### src/rtl/mod_step_counter.sv
// Parametrised up/down step counter with wrap/saturate boundary modes and parallel load.
// Latency: 1 cycle from sampled inputs to count/tc/boundary_flag; all outputs registered.
// Backpressure: none; every edge consumes the current inputs unconditionally.
module mod_step_counter #(
    parameter int unsigned     WIDTH   = 8,
    parameter longint unsigned MODULUS = 256
) (
    input  logic             clk,
    input  logic             reset,
    input  logic             enable,
    input  logic             load,
    input  logic [WIDTH-1:0] load_value,
    input  logic             up,
    input  logic [WIDTH-1:0] step,
    input  logic             sat_mode,
    input  logic             clr_flag,
    output logic [WIDTH-1:0] count,
    output logic             tc,
    output logic             boundary_flag
);

    // One extra bit so MODULUS == 2**WIDTH and count+step are representable.
    localparam logic [WIDTH:0]   MOD_X = (WIDTH+1)'(MODULUS);
    localparam logic [WIDTH:0]   MAX_X = (WIDTH+1)'(MODULUS - 1);
    localparam logic [WIDTH-1:0] MAX_W = WIDTH'(MODULUS - 1);

    logic [WIDTH-1:0] r_count;
    logic             r_tc;
    logic             r_flag;

    logic [WIDTH:0]   w_cnt_x;
    logic [WIDTH:0]   w_step_x;
    logic [WIDTH:0]   w_sum;
    logic             w_step_zero;
    logic             w_step_bad;
    logic             w_load_ok;
    logic [WIDTH-1:0] w_nxt_count;
    logic             w_nxt_tc;

    assign w_cnt_x     = {1'b0, r_count};
    assign w_step_x    = {1'b0, step};
    assign w_sum       = w_cnt_x + w_step_x;
    assign w_step_zero = (step == '0);
    assign w_step_bad  = (w_step_x >= MOD_X);
    assign w_load_ok   = ({1'b0, load_value} < MOD_X);

    always_comb begin
        w_nxt_count = r_count;
        w_nxt_tc    = 1'b0;
        if (load) begin
            w_nxt_count = w_load_ok ? load_value : MAX_W;
        end else if (enable && !w_step_zero) begin
            if (up) begin
                if (sat_mode) begin
                    // Landing exactly on the top limit counts as a boundary hit.
                    if (w_sum >= MAX_X) begin
                        w_nxt_count = MAX_W;
                        w_nxt_tc    = 1'b1;
                    end else begin
                        w_nxt_count = w_sum[WIDTH-1:0];
                    end
                end else if (w_step_bad) begin
                    // Out-of-range step: pin to the limit rather than leave the range.
                    w_nxt_count = MAX_W;
                    w_nxt_tc    = 1'b1;
                end else if (w_sum >= MOD_X) begin
                    w_nxt_count = WIDTH'(w_sum - MOD_X);
                    w_nxt_tc    = 1'b1;
                end else begin
                    w_nxt_count = w_sum[WIDTH-1:0];
                end
            end else begin
                if (w_step_x < w_cnt_x) begin
                    w_nxt_count = WIDTH'(w_cnt_x - w_step_x);
                end else if (sat_mode || w_step_bad) begin
                    w_nxt_count = '0;
                    w_nxt_tc    = 1'b1;
                end else if (w_step_x == w_cnt_x) begin
                    // In wrap mode, arriving at zero is an ordinary value.
                    w_nxt_count = '0;
                end else begin
                    w_nxt_count = WIDTH'(w_cnt_x + MOD_X - w_step_x);
                    w_nxt_tc    = 1'b1;
                end
            end
        end
    end

    always_ff @(posedge clk) begin
        if (reset) begin
            r_count <= '0;
            r_tc    <= 1'b0;
            r_flag  <= 1'b0;
        end else begin
            r_count <= w_nxt_count;
            r_tc    <= w_nxt_tc;
            r_flag  <= w_nxt_tc | (r_flag & ~clr_flag);
        end
    end

    assign count         = r_count;
    assign tc            = r_tc;
    assign boundary_flag = r_flag;

endmodule

### config.mk
export PLATFORM = sky130hd
export DESIGN_NAME = mod_step_counter
export DESIGN_NICKNAME = d
export VERILOG_FILES = /design/src/rtl/mod_step_counter.sv
export SDC_FILE = /design/constraint.sdc
export NUM_CORES = 1
export LEC_CHECK = 0
export CAP_MARGIN = 25
export CORE_MARGIN = 4
export CORE_UTILIZATION = 35
export CTS_CLUSTER_SIZE = 10
export DETAILED_ROUTE_END_ITERATION = 7
export GPL_ROUTABILITY_DRIVEN = 0
export PLACE_DENSITY = 0.65
export SLEW_MARGIN = 20
export SYNTH_ARGS = -nofsm -noshare
export SYNTH_HDL_FRONTEND = slang
export SYNTH_SLANG_ARGS = --single-unit
### constraint.sdc
create_clock -name clk -period 4.2 [get_ports clk]
set_input_delay 0.63 -clock clk [delete_from_list [all_inputs] [get_ports clk]]
set_output_delay 0.63 -clock clk [all_outputs]
set_load 0.01 [all_outputs]
==> run metrics, run 1 <==
outcome finished clean; crit path from step[5]; Finish-stage setup viols 0; Fin. Hold Viols 0; WL final a little over 4000 um; commonest non-fill, non-tap cell in the layout clkdlybuf4s50_1; Syn-to-layout area delta 25.2%; worst relative slew slack 60.3%; Die Width 72.5 um; Fmax 347 MHz; CP endpoint kind flop; pwr/cell area 245 nW/um^2; post-route ant nets 0; min-delay worst type flop to flop; Buffers on Ports 32; Post-synth ARST share 0%; unrepaired setup endpoints after global routing no; total CTS buffers 3; WL/cell around 15 um; maximum clock insertion buffer count 2; die area 5260 um^2; Peak VDD IR 0.000150 V; synth unique cells 47; synthesized flop and latch total 10; via/cell ratio approximately 5.6; worst clock skew 5.34 ps; total setup buffers inserted after CTS 0; min Tclk post-route between 2000 and 3000 ps; Tcrit/Tclk final 68.6%; syn_nets 237; critical path type primary input to flop; worst slack at placement 1090 ps; Leak 0.726 nW; Max-Cap Viols 0; Avg Inst Size Synth 7.44 um^2; number of global-route vias before repair 1476; final core utilization about 46%; layout cells sized above 1 under 10%; CTS root buffer clkbuf_8; hold path startpoint boundary_flag$_SDFF_PP0_; Slew Limit Fails 0; Final TNS setup 0 ps; total gr overflow 0; Iter 0 DRT Violations 85; Nets 264; initial antenna violation count 0; CTS H-tree lvls 1; clock-pin slew on the worst setup and hold paths around 50 ps; sequential cell area fraction in the yosys report 13.7%; Ports 33; Worst Tran Pin Value 593 ps; clock sinks 10; most frequently used flop master after synthesis dfxtp_1; Critical Path AT 3050 ps; synthesized netlist cell count 196; Synth top area share 13.7%; Mapped Area 1460 um^2; post-DP HPWL about 3300 um; first-pass GRT wire length between 6000 and 7000 um; Initial Util 36.4%; post-route cell area about 1800 um^2; FF-to-FF Start count[0]$_SDFFE_PP0P_; Antenna diodes 0; DRT Pass-1 Iters 4; Synth area leaders dfxtp_1, ha_1, nor2_1; Worst Path Required 4370 ps; core footprint about 4000 um^2; total vias in the final route 1513; post-synth top area cell dfxtp_1; post-CTS sizing 0; most frequent cells in the layout clkdlybuf4s50_1, nor2_1, ha_1; CTS tree built; Post-synth EDFFs 0; Synth warnings 0; DRC Markers 0; dpl cell area 1780 um^2; floorplan row count 23; hold_buf cts 0; die height 72.5 um; crit path max fanout 11; Tot GR Track Use ~16%; Worst Setup Slack, final 1320 ps; crit start category primary input; later-pin clock latency in the skew report about 240 ps; pin count of the biggest net entering global routing 19
layer usage:
layer  share of wire (%)  global-route usage, %  vias to the layer above
met2                  48                   27.9                       48
li1                    -                      -                      760
met5                   0                      0                        -
met4                 1.5                   3.28                        0
met1                  45                   21.6                      701
met3                 5.0                   2.35                        4
area by class of cell:
cell class	instances	area (um^2)
inverters	12	45.0
clock buffers	3	41.3
well taps	50	62.6
repair buffers	33	328
multi-input cells	163	1150
fillers	401	2170
flip-flops and latches	10	200
power breakdown:
group | total [mW] | switching [mW] | internal [mW]
combinational | 0.235 | 0.128 | 0.107
clock | 0.0983 | 0.0357 | 0.0626
sequential | 0.113 | 0.0102 | 0.103
stage by stage:
step	power [mW]	hold slack [ps]	std cells
after global placement	0.347	451	268
after floorplan	0.278	472	196
after global routing	0.478	494	271
after CTS	0.447	456	271
after detailed placement	0.348	449	268
final	0.446	455	271
critical path, stage by stage:
cell and delay [ps]:
clkdlybuf4s50_1 520, inv_1 60, ha_1 500, nor2_1 100, a221o_1 370, a311oi_2 290, nor4b_2 250, a31oi_1 150
o21ai_1 160
final timing paths:
path / endpoint / slack, ps / depth (start not counted)
hold reg to reg: boundary_flag$_SDFF_PP0_ / 450 / 2
setup / recovery: count[2]$_SDFFE_PP0P_ / 1320 / 9
hold / removal: boundary_flag$_SDFF_PP0_ / 450 / 2
setup reg to reg: count[4]$_SDFFE_PP0P_ / 1930 / 8
cells in the mapped netlist, types with 2 or more instances:
master / count
inv_1: 12
nor2b_1: 9
nand3_1: 4
clkbuf_1: 5
dfxtp_1: 10
a21o_1: 3
a221oi_1: 2
a2111oi_2: 2
a21boi_1: 3
o221ai_1: 2
o21a_1: 3
o21ai_1: 5
nand2_1: 10
or2_1: 2
o21ai_0: 6
a21oi_1: 12
fa_1: 2
nor2_1: 25
a31oi_1: 3
xnor2_1: 3
nor3_1: 11
a311oi_1: 2
xor2_1: 6
ha_1: 16
buf_6: 2
nor4_1: 2
a211oi_1: 5
buf_2: 3
nand2b_1: 4
nand4_1: 3
nand3b_1: 3
state kept, by name (all words and copies together), names as in the netlist:
signal	count
tc	1
count	8
boundary_flag	1
cell families (layout without fill, tap and decap cells):
group | after synthesis | after routing | synth area share [%]
adders and majority gates | 18 | 18 | 16.5
DFF | 10 | 10 | 13.7
and+or+nand+nor | 77 | 77 | 27.8
buffers and inverters | 23 | 48 | 7.47
AOI/OAI and AO/OA | 58 | 58 | 28.3
muxes | 1 | 1 | 0.772
xor gates and xnor gates | 9 | 9 | 5.41
Note: power is estimated with default switching activity, not from simulation.
==> inputs of run 2 (changes only) <==
--- a/config.mk
+++ b/config.mk
@@ -11,7 +11,7 @@
 export CTS_CLUSTER_SIZE = 10
 export DETAILED_ROUTE_END_ITERATION = 7
 export GPL_ROUTABILITY_DRIVEN = 0
-export PLACE_DENSITY = 0.65
+export PLACE_DENSITY = 0.67
 export SLEW_MARGIN = 20
 export SYNTH_ARGS = -nofsm -noshare
 export SYNTH_HDL_FRONTEND = slang
==> constraint.sdc (replaced) <==
create_clock -name clk -period 2.6 [get_ports clk]
set_input_delay 0.39 -clock clk [delete_from_list [all_inputs] [get_ports clk]]
set_output_delay 0.39 -clock clk [all_outputs]
set_load 0.01 [all_outputs]
==> run 2 against run 1 <==
Against the previous run: combinational power up 89%; via count up 6.2%; power up 84%; clock power up 98%; largest cell class unchanged; highest routed layer unchanged.
==> run metrics, run 2 (same netlist as run 1, synthesis figures left out) <==
Nets 294 (was 264); Fmax approximately 400 MHz; Tcrit/Tclk final 95.9%; total CTS buffers 3 (unchanged); GR Util met1 22.3% (was 21.6%); hold path startpoint boundary_flag$_SDFF_PP0_ (unchanged); final core utilization 51.6% (was 45.6%); commonest non-fill, non-tap cell in the layout clkdlybuf4s50_1 (unchanged); initial antenna violation count 0 (unchanged); DRC Markers 0 (unchanged); hold_buf cts 0 (unchanged); Tot GR Track Use 17.2% (was 16.3%); outcome finished clean (unchanged); CTS root buffer clkbuf_8 (unchanged); layout cells sized above 1 17.1% (was 5.43%); critical path type primary input to flop (unchanged); total vias in the final route 1607 (was 1513); via/cell ratio 5.32 (was 5.58); min-delay worst type flop to flop (unchanged); total gr overflow 0 (unchanged); Critical Path AT 2640 ps (was 3050 ps); max reg flops 8 (unchanged); CP endpoint kind flop (unchanged); worst relative slew slack 70.9% (was 60.3%); Initial Util 36.4% (unchanged); dpl cells 298 (was 268); Leak 0.878 nW (was 0.726 nW); Final TNS setup 0 ps (unchanged); core footprint 4000 um^2 (unchanged); FF-to-FF Start count[0]$_SDFFE_PP0P_ (unchanged); Pwr Total 0.824 mW (was 0.446 mW); crit path from step[0] (was step[5]); clock sinks 10 (unchanged); Worst Path Required 2740 ps (was 4370 ps); die height 72.5 um (unchanged); DRT Pass-1 Iters 4 (unchanged); GRT busiest layer met2 (unchanged); unrepaired setup endpoints after global routing no (unchanged); worst clock skew 6.18 ps (was 5.34 ps); Fin. Hold Viols 0 (unchanged); post-route ant nets 0 (unchanged); Finish-stage setup viols 0 (unchanged); Hold WS 451 ps (was 455 ps); total setup buffers inserted after CTS 0 (unchanged); die area 5260 um^2 (unchanged); first-pass GRT wire length 7260 um (was 6870 um); min Tclk post-route 2490 ps; number of global-route vias before repair 1626 (was 1476); Peak VDD IR 0.000263 V (was 0.000150 V); dpl cell area 2010 um^2 (was 1780 um^2); GRT met2 Usage 29.5% (was 27.9%); WL final 4240 um (was 4050 um); post-DP HPWL 3570 um (was 3300 um); floorplan row count 23 (unchanged); Worst Tran Pin Value 436 ps (was 593 ps); Worst Setup Slack, final 106 ps (was 1320 ps); Slew Limit Fails 0 (unchanged); CTS H-tree lvls 1 (unchanged); Syn-to-layout area delta 41.6% (was 25.2%); pin count of the biggest net entering global routing 16 (was 19); crit path max fanout 4 (was 11); clock-pin slew on the worst setup and hold paths 50 ps (about the same); Max-Cap Viols 0 (unchanged); Antenna diodes 0 (unchanged); Die Width 72.5 um (unchanged); CTS tree built (unchanged); WL/cell 14.0 um (was 14.9 um); Iter 0 DRT Violations 97 (was 85); maximum clock insertion buffer count 2 (unchanged); Buffers on Ports 32 (unchanged); post-route insts no fill 302 (was 271); post-route cell area 2060 um^2 (was 1830 um^2); worst slack at placement -132 ps (was 1090 ps); crit start category primary input (unchanged); later-pin clock latency in the skew report 240 ps (about the same); Ports 33 (unchanged); most frequent cells in the layout clkdlybuf4s50_1, buf_4, nor2_1 (was clkdlybuf4s50_1, nor2_1, ha_1); pwr/cell area 399 nW/um^2 (was 245 nW/um^2); Global Route met3 Usage 3.19% (was 2.35%)
==> run 2: cell types whose count changed in the layout (fill, tap and decap cells not counted) <==
| cell | change |
|---|---|
| buf_4 | +30 |
| o21ai_0 | -2 |
| o21ai_1 | +2 |
| clkbuf_8 | +1 |
==> run 2: worst paths after layout <==
check	cells past startpoint	endpoint	slack [ps]
setup reg to reg	9	count[0]$_SDFFE_PP0P_	370
setup / recovery	10	count[0]$_SDFFE_PP0P_	110
hold / removal	2	boundary_flag$_SDFF_PP0_	450
hold reg to reg	2	boundary_flag$_SDFF_PP0_	450
==> run 2: what timing repair did <==
item,in CTS,in global routing
endpoints found under the hold margin,0,0
setup endpoints to repair,0,4
gates resized for setup,0,2
==> run 2: layout make-up <==
type	count	area (um^2)
tap	50	62.6
multi-input combinational	163	1150
sequential	10	200
fill	395	1940
inverter	12	45.0
clock buffer	4	55.1
timing repair buffer	63	553
==> run 2: power breakdown <==
part / switching, mW / internal (mW) / total, mW
combinational: 0.219 / 0.226 / 0.445
sequential: 0.0171 / 0.166 / 0.183
clock: 0.0622 / 0.133 / 0.195
total: 0.299 / 0.525 / 0.824
==> run 2: worst max-delay path: stages <==
cell,delay [ps]
clkdlybuf4s50_1,420
buf_4,140
ha_1,220
fa_1,390
nand3b_1,210
a21oi_2,220
o32ai_1,130
a31oi_1,200
a21boi_1,80
a311oi_1,220
==> run 2: per-layer routing <==
layer	wire length (um)	up-vias	share of wire [%]
met5	0	-	0
met4	47	0	1.1
met3	212	6	5.0
met2	2050	48	48
met1	1930	728	46
li1	-	825	-
